[src/rtl/async_fifo_rd_ctrl.sv]
// Read-side controller of an asynchronous FIFO: Gray read pointer, empty flag, and a
// two-entry (output + skid) stream buffer. Define ASYNC_FIFO_RLEVEL_EN to get rlevel/ralmost_empty.
module async_fifo_rd_ctrl #(
    parameter int ASIZE         = 4,
    parameter int DSIZE         = 8,
    parameter int AEMPTY_THRESH = 2
) (
    input  logic             rclk,
    input  logic             rrst_n,
    input  logic [ASIZE:0]   rq2_wptr,
    output logic [ASIZE:0]   rptr,
    output logic [ASIZE-1:0] raddr,
    output logic             ren,
    input  logic [DSIZE-1:0] rdata_mem,
    output logic [DSIZE-1:0] m_data,
    output logic             m_valid,
    input  logic             m_ready,
    output logic             rempty,
    output logic [ASIZE:0]   rlevel,
    output logic             ralmost_empty
);

    logic [ASIZE:0]   rbin_q, rbin_d, rptr_q, rgray_d;
    logic             rempty_q;
    logic [1:0]       occ_q, occ_d;
    logic             fetch_q;
    logic [DSIZE-1:0] mdata_q, mdata_d, skid_q, skid_d;
    logic             mvalid_q, mvalid_d, skid_valid_q, skid_valid_d;
    logic             pop;

    // Stream handshake: a word transfers on every rclk edge where m_valid && m_ready;
    // m_data/m_valid never change while m_valid is high and m_ready is low.
    assign pop     = mvalid_q && m_ready;
    // occ counts held words plus the fetch in flight, so two credits cover both entries.
    assign ren     = !rempty_q && ((occ_q != 2'd2) || pop);
    assign rbin_d  = rbin_q + (ASIZE+1)'(ren);
    assign rgray_d = rbin_d ^ (rbin_d >> 1);
    assign occ_d   = occ_q + 2'(ren) - 2'(pop);

    always_comb begin
        mdata_d      = mdata_q;
        mvalid_d     = mvalid_q;
        skid_d       = skid_q;
        skid_valid_d = skid_valid_q;
        if (pop) begin
            if (skid_valid_q) begin
                mdata_d      = skid_q;
                skid_valid_d = fetch_q;
                if (fetch_q) skid_d = rdata_mem;
            end else begin
                mvalid_d = fetch_q;
                if (fetch_q) mdata_d = rdata_mem;
            end
        end else if (fetch_q) begin
            if (!mvalid_q) begin
                mdata_d  = rdata_mem;
                mvalid_d = 1'b1;
            end else begin
                skid_d       = rdata_mem;
                skid_valid_d = 1'b1;
            end
        end
    end

    always_ff @(posedge rclk or negedge rrst_n) begin
        if (!rrst_n) begin
            rbin_q       <= '0;
            rptr_q       <= '0;
            rempty_q     <= 1'b1;
            occ_q        <= 2'd0;
            fetch_q      <= 1'b0;
            mdata_q      <= '0;
            mvalid_q     <= 1'b0;
            skid_q       <= '0;
            skid_valid_q <= 1'b0;
        end else begin
            rbin_q       <= rbin_d;
            rptr_q       <= rgray_d;
            rempty_q     <= (rgray_d == rq2_wptr);
            occ_q        <= occ_d;
            fetch_q      <= ren;
            mdata_q      <= mdata_d;
            mvalid_q     <= mvalid_d;
            skid_q       <= skid_d;
            skid_valid_q <= skid_valid_d;
        end
    end

    assign raddr   = rbin_q[ASIZE-1:0];
    assign rptr    = rptr_q;
    assign rempty  = rempty_q;
    assign m_data  = mdata_q;
    assign m_valid = mvalid_q;

`ifdef ASYNC_FIFO_RLEVEL_EN
    function automatic logic [ASIZE:0] gray2bin(input logic [ASIZE:0] g);
        logic [ASIZE:0] b;
        b[ASIZE] = g[ASIZE];
        for (int i = ASIZE - 1; i >= 0; i--) b[i] = b[i+1] ^ g[i];
        return b;
    endfunction

    logic [ASIZE:0] level_d, rlevel_q;
    logic           ralmost_q;

    // Level is measured against the post-read pointer so it tracks this cycle's fetch.
    assign level_d = gray2bin(rq2_wptr) - rbin_d;

    always_ff @(posedge rclk or negedge rrst_n) begin
        if (!rrst_n) begin
            rlevel_q  <= '0;
            ralmost_q <= 1'b1;
        end else begin
            rlevel_q  <= level_d;
            ralmost_q <= (level_d <= (ASIZE+1)'(AEMPTY_THRESH));
        end
    end

    assign rlevel        = rlevel_q;
    assign ralmost_empty = ralmost_q;
`else
    assign rlevel        = '0;
    assign ralmost_empty = 1'b0;
`endif

endmodule

[config.mk]
export PLATFORM = sky130hd
export DESIGN_NAME = async_fifo_rd_ctrl
export DESIGN_NICKNAME = d
export VERILOG_FILES = /design/src/rtl/async_fifo_rd_ctrl.sv
export SDC_FILE = /design/constraint.sdc
export NUM_CORES = 1
export LEC_CHECK = 0
export BUFFER_PORTS_ARGS = -buffer_cell sky130_fd_sc_hd__buf_4
export CAP_MARGIN = 40
export CORE_AREA = 2 2 73 75
export CTS_BUF_LIST = sky130_fd_sc_hd__clkbuf_8
export DETAILED_ROUTE_END_ITERATION = 10
export DIE_AREA = 0 0 75 77
export GPL_TIMING_DRIVEN = 0
export PLACE_DENSITY = 0.57
export SLEW_MARGIN = 20
export SYNTH_ARGS = -nofsm -noshare
export SYNTH_HDL_FRONTEND = slang
export SYNTH_SLANG_ARGS = --single-unit
[constraint.sdc]
create_clock -name rclk -period 2.73 [get_ports rclk]
set_clock_uncertainty 0.2 [all_clocks]
set_input_delay 0.4095 -clock rclk [delete_from_list [all_inputs] [get_ports rclk]]
set_output_delay 0.4095 -clock rclk [all_outputs]
set_load 0.03 [all_outputs]
==> flow_metrics.tcl <==
set metrics [dict create \
    layout_min_cycle_time_ps 2540 \
    hold_viol 0 \
    track_usage_pct 10.5 \
    routed_via_density 4.20 \
    met2WireLength_mm 1.31 \
    place_hpwl_mm 1.98 \
    crit_family "simple AND/OR/NAND/NOR gates" \
    synthCells 116 \
    pre_cts_ws_ps 17.9 \
    clock_path_buffers 2 \
    rows 26 \
    status "finished clean" \
    dpl.cell_count 226 \
    final_cell_mix "buf_4 (42), dfrtp_1 (29), nand2_1 (12)" \
    setup_ws_ps 192 \
    power.total_mw 2.39 \
    wl_per_cell_um 11.5 \
    numCtsBuffers 5 \
    worst_pin_slew_ps 558 \
    worstSkewPairLatency_ps 280 \
    layout-drive-gt1-share_pct 41.6 \
    clkTransAtPathRegs_ps 70 \
    nets 185 \
    synth_edf_count 0 \
    fmax_mhz 394 \
    top_layer_used "met4" \
    ir_drop_mv 0.692 \
    end_kind "flop" \
    vias 991 \
    cts_htree_levels 2 \
    fp.dieW_um 75 \
    critPathLaunch "m_valid$_DFFE_PN0P_" \
    grt.overflow.total 0 \
    placed_area_um2 1820 \
    fillerInstances 499 \
    report.final.slew_viol_count 0 \
    instances_no_fill 236 \
    die_y_um 77 \
    syn_area_per_cell_um2 12.3 \
    drt-met1-wl_mm 1.14 \
    drt_first_pass_iters 4 \
    startpoint_type "flop" \
    path_max_fanout 7 \
    fin_setup_tns_ps 0 \
    period_share_pct 93.0 \
    synth_cell_types 29 \
    grt_max_degree 32 \
    hold_path_class "in2reg" \
    io_buffer_count 35 \
    path_cells "nand2_2 > a31oi_4 > ha_2 > ha_2 > nand3_2 > xnor2_4 > or3b_1 > a221oi_2" \
    cp_num_buf_inv 0 \
    critPathSlowestCell "dfrtp_2" \
    synth_area_um2 1430 \
    cts_root_buffer "clkbuf_8" \
    r2r_start "m_valid$_DFFE_PN0P_" \
    finalInstanceArea_um2 1940 \
    timing_worst_setup_path_type "reg2reg" \
    n_antenna_cell 0 \
    gp_congestion 0.755 \
    first_global_vias 998 \
    drv_cap 0 \
    wl_met3_um 218 \
    setup-violations-final 0 \
    multi_input_area_um2 631 \
    synthFlopType "dfrtp_1" \
    arrival_ps 2530 \
    p_per_area_nw_per_um2 1230 \
    antenna_found_initial 0 \
    cts.sinks 31 \
    cts_tree "built" \
    initial_core_util_pct 28.7 \
    synth-seq-cells 31 \
    drcViolationCount 0 \
    required_ps 2730 \
    die_area_um2 5780 \
    seq_area_um2 778 \
    relSlewSlack_pct 62.7 \
    cp_common_cell "ha_2" \
    async_flop_share_pct 100 \
    pin_count 42 \
    coreArea_um2 4980 \
    routed_wl_mm 2.73 \
    area_growth_pct 35.9 \
    final_common_cell "buf_4" \
    crit_path_max_incr_delay_ps 430 \
    yosys_warnings 0 \
    ys_seq_area_share_pct 54.3 \
    p_leak_nw 0.925 \
    min_from "rdata_mem[4]" \
    ant_nets 0 \
    grt_pass1_wl_mm 4.53 \
    detail_route.iter0.violations 64 \
]
==> sequential cells by signal, summed over array words and instances, names as in the netlist, 2 cells and up <==
signal and count:
m_data 8, skid_q 8, occ_q 2, rptr 4, rbin_q 5
==> per-layer routing <==
| metal | global-route usage [%] | up-vias |
|---|---|---|
| met1 | 12.3 | 466 |
| met3 | 4.34 | 5 |
| met5 | 0 | - |
| met2 | 16.4 | 44 |
| li1 | - | 476 |
| met4 | 4.82 | 0 |
==> worst paths after layout <==
check	endpoint	slack, ps	cells past startpoint
worst max register to register	rempty$_DFF_PN1_	190	8
worst max-delay path	rempty$_DFF_PN1_	190	8
worst min register to register	m_data[7]$_DFFE_PN0P_	290	2
max in group asynchronous	rempty$_DFF_PN1_	1590	2
min in group asynchronous	skid_q[4]$_DFFE_PN0P_	400	2
worst min-delay path	skid_q[4]$_DFFE_PN0P_	170	2
==> worst reg2reg max path: stages (launching register included) <==
cell and delay [ps]:
dfrtp_2 430, nand2_2 110, a31oi_4 240, ha_2 240
ha_2 230, nand3_2 140, xnor2_4 210, or3b_1 380
a221oi_2 270
==> synth_stat cells (3+ instances only) <==
cell type / count / area share (%)
buf_4: 6 / 3.1
dfrtp_1: 30 / 52
ha_1: 4 / 3.5
inv_1: 6 / 1.6
mux2_2: 8 / 6.3
mux2i_1: 8 / 5.6
nand2_1: 13 / 3.4
nand3_1: 3 / 1.0
o21ai_0: 6 / 2.1
o21ai_1: 3 / 1.0
xnor2_1: 7 / 4.3
xor2_1: 5 / 3.1
==> cells by family after synthesis <==
| group | share of synthesized area, % |
|---|---|
| DFF | 54.3 |
| and+or+nand+nor | 7.17 |
| muxes | 11.9 |
| xor gates and xnor gates | 11.2 |
| AOI/OAI and AO/OA | 6.39 |
| buffers and inverters | 5.25 |
| adders and majority gates | 3.50 |
| other | 0.262 |
==> metrics by stage <==
step	hold WS [ps]	utilization, %
finish	165	39.0
global route	153	39.0
CTS	153	38.5
detailed placement	170	36.5
global placement	160	36.5
floorplan	-86.1	-
==> power breakdown <==
part	leakage, nW	switching [mW]	internal (mW)	total (mW)
registers	0.357	0.124	0.651	0.776
logic	0.516	0.687	0.568	1.26
clock network	0.0524	0.163	0.199	0.363
==> cell type report <==
class / instances / area share (%)
inverter: 7 / 1.35
tap: 70 / 4.51
timing repair buffer: 37 / 14.4
buffer: 7 / 2.51
clock buffer: 6 / 4.25
clock inverter: 2 / 0.451
multi-input combinational: 76 / 32.5
sequential: 31 / 40.1
==> repair_timing <==
action	4_1_cts	5_1_grt
hold endpoints to repair	30	0
hold buffers	1	0
setup endpoints to repair	0	1
setup buffers	0	1
resized for setup	0	4
Note: power is estimated with default switching activity, not from simulation.
